===== config.mk =====
export PLATFORM = sky130hd
export DESIGN_NAME = pwm_capture
export DESIGN_NICKNAME = d
export VERILOG_FILES = /design/src/rtl/pwm_capture.sv
export SDC_FILE = /design/constraint.sdc
export NUM_CORES = 1
export LEC_CHECK = 0
export BUFFER_PORTS_ARGS = -buffer_cell sky130_fd_sc_hd__buf_2
export CORE_UTILIZATION = 57
export DETAILED_ROUTE_END_ITERATION = 10
export PLACE_DENSITY = 0.89
export SETUP_SLACK_MARGIN = 0.1
export SLEW_MARGIN = 20
export SYNTH_ARGS = -nofsm -noshare
export SYNTH_HDL_FRONTEND = slang
export SYNTH_SLANG_ARGS = --single-unit

===== constraint.sdc =====
create_clock -name clk -period 2.25 [get_ports clk]
set_input_delay 0.225 -clock clk [delete_from_list [all_inputs] [get_ports clk]]
set_output_delay 0.225 -clock clk [all_outputs]
set_load 0.005 [all_outputs]

===== src/rtl/pwm_capture.sv =====
// PWM capture: measures period and high time of an external PWM input.
// Ports: clk, rst_n, pwm_in, sample_en -> period_cnt, high_cnt, meas_valid, timeout, stuck_level.
module pwm_capture #(
   parameter int unsigned CNT_W   = 16,
   parameter int unsigned TIMEOUT = 'hFFFF
) (
   input  logic             clk,
   input  logic             rst_n,
   input  logic             pwm_in,
   input  logic             sample_en,
   output logic [CNT_W-1:0] period_cnt,
   output logic [CNT_W-1:0] high_cnt,
   output logic             meas_valid,
   output logic             timeout,
   output logic             stuck_level
);

   localparam logic [CNT_W-1:0] TO_V = CNT_W'(TIMEOUT);

   typedef enum logic [1:0] {
      IDLE,
      ARMED,
      HIGH,
      LOW
   } state_t;

   state_t           state;
   logic             sync1;
   logic             s;
   logic             s_d;
   logic [CNT_W-1:0] cnt;
   logic [CNT_W-1:0] hi_reg;
   logic [CNT_W-1:0] cnt_inc;
   logic             rise;
   logic             fall;

   // Edges only exist on sample strobes; s_d tracks the last sampled level.
   assign rise    = sample_en & s & ~s_d;
   assign fall    = sample_en & ~s & s_d;
   assign cnt_inc = (cnt == '1) ? cnt : cnt + 1'b1;

   always_ff @(posedge clk or negedge rst_n) begin
      if (!rst_n) begin
         sync1       <= 1'b0;
         s           <= 1'b0;
         s_d         <= 1'b0;
         cnt         <= '0;
         hi_reg      <= '0;
         state       <= IDLE;
         period_cnt  <= '0;
         high_cnt    <= '0;
         meas_valid  <= 1'b0;
         timeout     <= 1'b0;
         stuck_level <= 1'b0;
      end else begin
         sync1      <= pwm_in;
         s          <= sync1;
         meas_valid <= 1'b0;
         timeout    <= 1'b0;
         if (sample_en) begin
            s_d <= s;
            unique case (state)
               // Wait for a low level so the first period starts on a true rise.
               IDLE: begin
                  if (!s) state <= ARMED;
               end
               ARMED: begin
                  if (rise) begin
                     state <= HIGH;
                     cnt   <= CNT_W'(1);
                  end
               end
               HIGH: begin
                  if (fall) begin
                     state  <= LOW;
                     hi_reg <= cnt;
                     cnt    <= cnt_inc;
                  end else if (cnt == TO_V) begin
                     state       <= IDLE;
                     timeout     <= 1'b1;
                     stuck_level <= 1'b1;
                  end else begin
                     cnt <= cnt_inc;
                  end
               end
               LOW: begin
                  // A rise wins over timeout on the same sample.
                  if (rise) begin
                     state      <= HIGH;
                     period_cnt <= cnt;
                     high_cnt   <= hi_reg;
                     meas_valid <= 1'b1;
                     cnt        <= CNT_W'(1);
                  end else if (cnt == TO_V) begin
                     state       <= IDLE;
                     timeout     <= 1'b1;
                     stuck_level <= 1'b0;
                  end else begin
                     cnt <= cnt_inc;
                  end
               end
               default: state <= IDLE;
            endcase
         end
      end
   end

endmodule

==> impl_metrics.json, run 1 <==
{
  "port_buffers": 38,
  "netlist-cell-type-count": 43,
  "antenna_found_initial": 0,
  "finClkSkew_ns": 0.00566,
  "die_w_um": 75.2,
  "grt_overflow": 0,
  "grt.total_usage_pct": 21.6,
  "ys_ff_latch": 72,
  "power.density_nw_per_um2": 793,
  "synth-edff-count": 0,
  "max-cap-violations": 0,
  "synthCells": 235,
  "yosysTopAreaCell": "dfrtp_1",
  "cts.sinks": 72,
  "grt_pass1_wl_mm": 8.89,
  "core_area_sq_um": 5140,
  "ys_warn_count": 0,
  "rsz0062_at_grt": "no",
  "async_flop_share_pct": 100,
  "root_buffer": "clkbuf_8",
  "syn_avg_cell_area_sq_um": 13.0,
  "layout.nets": 288,
  "layout_setup_ws_ns": 0.272,
  "place_congestion": 0.901,
  "hold_viol": 0,
  "yosysSeqAreaShare_pct": 59.1,
  "critPathMaxFanout": 7,
  "htreeDepth": 3,
  "antenna_left": 0,
  "dp_hpwl_mm": 3.74,
  "wl_per_cell_um": 15.2,
  "fmax_mhz": 506,
  "fp.dieArea_sq_um": 5650,
  "synthToLayoutAreaGrowth_pct": 15.3,
  "dr.pass1.iters": 4,
  "cts_tree": "yes",
  "clk_pin_slew_worst_paths_ns": 0.06,
  "num_rows": 26,
  "period_share_pct": 87.9,
  "final_common_cell": "dfrtp_1",
  "cts_buffers": 9,
  "post-place-ws_ns": 0.208,
  "vdd_drop_max_uv": 591,
  "num-fill-cells": 403,
  "yosys_most_used_dff": "dfrtp_1",
  "num_vias": 2056,
  "io_pins": 39,
  "netlist_area_sq_um": 3050,
  "synth_fp_nets": 240,
  "clk_latency_ns": 0.33,
  "slew_headroom_pct": 57.4,
  "initial_core_util_pct": 59.3,
  "cp-end-kind": "flop",
  "yosys-top-cells-area": "dfrtp_1 59%, mux2_2 16%, mux2_1 2.6%, nand2_1 2.3%, or4_1 1.5%",
  "grt_max_degree": 73,
  "arrival_ns": 2.22,
  "period_needed_ns": 1.98,
  "drive_gt1_share_pct": 36.8,
  "tightest_slew_ns": 0.634,
  "maxSlewViolCount": 0,
  "routed_via_density": 5.79,
  "grt_pass1_vias": 1930,
  "p_leak_nw": 1.80,
  "antennaDiodeCount": 0,
  "cts.path.max_buffers": 2,
  "setup-violations-final": 0,
  "route.detailed.drc": 0,
  "synth_top_cell_area_share_pct": 59.1,
  "critPathLaunchType": "flop",
  "die_h_um": 75.2,
  "setup_tns_ns": 0,
  "drt-initial-drc-count": 203,
  "path_class": "reg -> reg",
  "wirelength_mm": 5.40,
  "hold_class": "in -> reg",
  "status": "finished clean",
  "critPathRequiredTime_ns": 2.49,
  "final_cell_mix": "72 x dfrtp_1, 42 x mux2_2, 38 x buf_2"
}
-- layout make-up --
type / instances / area, sq um / share of cell area (%)
timing repair buffer: 48 / 283 / 8.04
clock buffer: 12 / 135 / 3.84
clock inverter: 1 / 7.51 / 0.213
inverter: 2 / 7.51 / 0.213
tap: 70 / 87.6 / 2.49
sequential: 72 / 1800 / 51.2
multi-input combinational: 150 / 1190 / 34.0
-- critical path, cell delays in order, from the launching register on --
cell and delay, ns:
dfrtp_1 0.42, ha_1 0.23, nand3_1 0.18, or4_4 0.58, and4_1 0.23, a211oi_2 0.24
-- per-stage QoR --
step | instance area [sq um] | total power, mW | util, % | hold WS [ns] | std cells
final | 3520 | 2.79 | 68.4 | 0.208 | 355
after global placement | 3350 | 2.00 | 65.2 | 0.274 | 340
after detailed placement | 3350 | 2.01 | 65.2 | 0.275 | 340
after CTS | 3510 | 2.82 | 68.4 | 0.178 | 355
after floorplan | 3050 | 1.84 | - | -0.0706 | 235
after global routing | 3520 | 2.95 | 68.4 | 0.231 | 355
-- Yosys cell counts (2+ instances only) --
| cell | count |
|---|---|
| mux2_2 | 42 |
| inv_1 | 2 |
| and4_1 | 3 |
| or4_1 | 6 |
| nand2_1 | 19 |
| mux2i_1 | 2 |
| nand2b_1 | 2 |
| dfrtp_1 | 72 |
| nand4_1 | 2 |
| o21ai_0 | 5 |
| clkbuf_1 | 4 |
| mux2_1 | 7 |
| and3_1 | 2 |
| nor3_1 | 3 |
| nand3_1 | 7 |
| o31ai_1 | 5 |
| nor2_1 | 5 |
| a31oi_1 | 4 |
| o22ai_1 | 2 |
| a21oi_1 | 8 |
| or3_1 | 2 |
| nor4_1 | 3 |
| buf_2 | 7 |
| o21ai_1 | 2 |
-- path summary, 6_finish.rpt --
path	from	endpoint	slack [ns]	depth (start not counted)
setup / recovery	cnt[0]	cnt[14]	0.27	5
hold / removal	sample_en	s_d	0.21	2
setup reg to reg	cnt[0]	cnt[14]	0.27	5
hold reg to reg	sync1	s	0.35	0
max in group asynchronous	rst_n	high_cnt[9]	1.51	3
min in group asynchronous	rst_n	period_cnt[7]	0.44	3
-- metal layers --
layer  vias to the layer above  track usage [%]  part of all wire, %
met5                         -                0                    0
met2                        64             33.9                   48
li1                        966                -                    -
met4                         0             8.85                  1.5
met1                      1017             28.1                   46
met3                         9             7.10                  4.7
-- power breakdown --
part           internal [mW]  switching [mW]
clock                  0.383           0.413
combinational          0.213           0.187
sequential              1.45           0.143
-- repair_timing --
action | CTS | global route
resized for setup | 0 | 1
hold endpoints to repair | 73 | 0
setup endpoints to repair | 0 | 1
hold buffers | 2 | 0
setup buffers | 0 | 0
-- cells by family (layout without fill, tap and decap cells) --
kind of cell    count (synthesis)  after routing  synth area share (%)
simple gates                   67             67                  13.4
compound gates                 30             30                  6.23
flops                          72             72                  59.1
mux                            51             51                  18.7
fa+ha+maj                       1              1                 0.410
xor+xnor                        1              1                 0.287
buf+inv                        13             63                  1.89
Note: power is estimated with default switching activity, not from simulation.
==> inputs of run 2 (changes only) <==
--- a/config.mk
+++ b/config.mk
@@ -6,9 +6,9 @@
 export NUM_CORES = 1
 export LEC_CHECK = 0
 export BUFFER_PORTS_ARGS = -buffer_cell sky130_fd_sc_hd__buf_2
-export CORE_UTILIZATION = 57
+export CORE_UTILIZATION = 60
 export DETAILED_ROUTE_END_ITERATION = 10
-export PLACE_DENSITY = 0.89
+export PLACE_DENSITY = 0.92
 export SETUP_SLACK_MARGIN = 0.1
 export SLEW_MARGIN = 20
 export SYNTH_ARGS = -nofsm -noshare
==> constraint.sdc (replaced) <==
create_clock -name clk -period 2.5 [get_ports clk]
set_input_delay 0.25 -clock clk [delete_from_list [all_inputs] [get_ports clk]]
set_output_delay 0.25 -clock clk [all_outputs]
set_load 0.005 [all_outputs]
==> run 2 against run 1 <==
Effect of this change: non-clock buffer count decreased by 2; combinational power decreased by 5.8%; worst setup slack improved by 0.16 ns; critical path type unchanged; critical endpoint unchanged.
==> impl_metrics.json, run 2 (synthesis gave the netlist of run 1 again) <==
{
  "status": "finished clean",
  "die_h_um": 73.3,
  "wl_per_cell_um": 16.7,
  "setup-violations-final": 0,
  "routed_via_density": 6.05,
  "min_from": "sample_en",
  "drive_gt1_share_pct": 37.8,
  "slowest_delay_ns": 0.66,
  "post-place-ws_ns": 0.459,
  "num_vias": 2134,
  "fmax_mhz": 485,
  "clk_latency_ns": 0.34,
  "grt.total_usage_pct": 25.0,
  "die_w_um": 73.3,
  "place_congestion": 0.856,
  "port_buffers": 38,
  "crit_path_cell_trace": "ha_1, nand3_1, or4_1, and4_1, a211oi_2",
  "period_share_pct": 82.6,
  "maxSlewViolCount": 0,
  "path_class": "reg -> reg",
  "grt_pass1_vias": 2157,
  "antennaDiodeCount": 0,
  "fp.dieArea_sq_um": 5370,
  "rr_worst_depth": 5,
  "hold_viol": 0,
  "dp_hpwl_mm": 4.01,
  "tightest_slew_ns": 0.612,
  "hold_buffers": 2,
  "io_pins": 39,
  "critPathLaunchType": "flop",
  "hold_slack_ns": 0.245,
  "layout_setup_ws_ns": 0.436,
  "final_common_cell": "dfrtp_1",
  "critPathMaxFanout": 7,
  "cts.path.max_buffers": 2,
  "power.density_nw_per_um2": 761,
  "num_rows": 25,
  "r2r_end": "cnt[14]",
  "cp-end-kind": "flop",
  "grt_max_degree": 48,
  "hold_class": "in -> reg",
  "cts_buffers": 9,
  "hold_path_depth": 2,
  "rsz0062_at_grt": "no",
  "core_area_sq_um": 4820,
  "cts_resized": 0,
  "finClkSkew_ns": 0.00564,
  "vdd_drop_max_uv": 561,
  "route.detailed.drc": 0,
  "layout.nets": 286,
  "r2r_setup_slack_ns": 0.44,
  "antenna_found_initial": 0,
  "period_needed_ns": 2.06,
  "initial_core_util_pct": 63.3,
  "r2r_start": "cnt[1]",
  "drt-initial-drc-count": 171,
  "grt_pass1_wl_mm": 9.90,
  "grt_overflow": 0,
  "synthToLayoutAreaGrowth_pct": 16.7,
  "hold_end": "s_d",
  "cts_setup_buffers": 0,
  "root_buffer": "clkbuf_8",
  "cts.sinks": 72,
  "p_leak_nw": 1.81,
  "slew_headroom_pct": 58.9,
  "wirelength_mm": 5.90,
  "htreeDepth": 3,
  "critPathRequiredTime_ns": 2.77,
  "antenna_left": 0,
  "max-cap-violations": 0,
  "cpMaxStageDelayCell": "or4_1",
  "setup_tns_ns": 0,
  "arrival_ns": 2.33,
  "clk_pin_slew_worst_paths_ns": 0.08,
  "cts_tree": "yes",
  "final_cell_mix": "72 x dfrtp_1, 42 x mux2_2, 38 x buf_2",
  "dr.pass1.iters": 4
}
==> run 2: worst max path at each step <==
stage	start	end	slack (ns)	cells after the start
floorplan	cnt[0]	cnt[14]	0.68	6
global placement	cnt[0]	cnt[14]	0.57	5
detailed placement	cnt[1]	cnt[14]	0.46	5
CTS	cnt[0]	cnt[14]	0.45	5
global route	cnt[0]	cnt[14]	0.34	5
finish	cnt[1]	cnt[14]	0.44	5
==> run 2: power by group <==
| part | internal [mW] | total [mW] | switching (mW) |
|---|---|---|---|
| clock | 0.460 | 0.894 | 0.434 |
| sequential | 1.30 | 1.44 | 0.136 |
| combinational | 0.194 | 0.377 | 0.182 |
==> run 2: critical path, delay by kind of cell, from the launching register on <==
kind	cells	cell delay (ns)
DFF	1	0.44
and+or+nand+nor	3	1.11
adders and majority gates	1	0.25
AOI/OAI and AO/OA	1	0.20
==> run 2: through the flow <==
stage / total power, mW / cell area, sq um / std cells / util, %
after detailed placement: 1.82 / 3340 / 335 / 69.4
after global routing: 2.83 / 3560 / 353 / 73.9
final: 2.71 / 3560 / 353 / 73.9
after floorplan: 1.65 / 3050 / 235 / -
after CTS: 2.73 / 3560 / 353 / 73.9
after global placement: 1.80 / 3340 / 335 / 69.4
==> run 2: layout make-up <==
class	count	area, sq um
timing repair buffer	46	280
sequential	72	1800
fill	333	1260
tap	67	83.8
clock buffer	9	124
inverter	2	7.51
multi-input combinational	150	1190
clock inverter	7	71.3
==> run 2: routing by layer <==
metal	GRT usage (%)	wire, um	part of all wire, %
met1	31.2	2460	42
met2	40.0	2990	51
met3	7.27	299	5.1
met4	12.4	149	2.5
met5	0	0	0
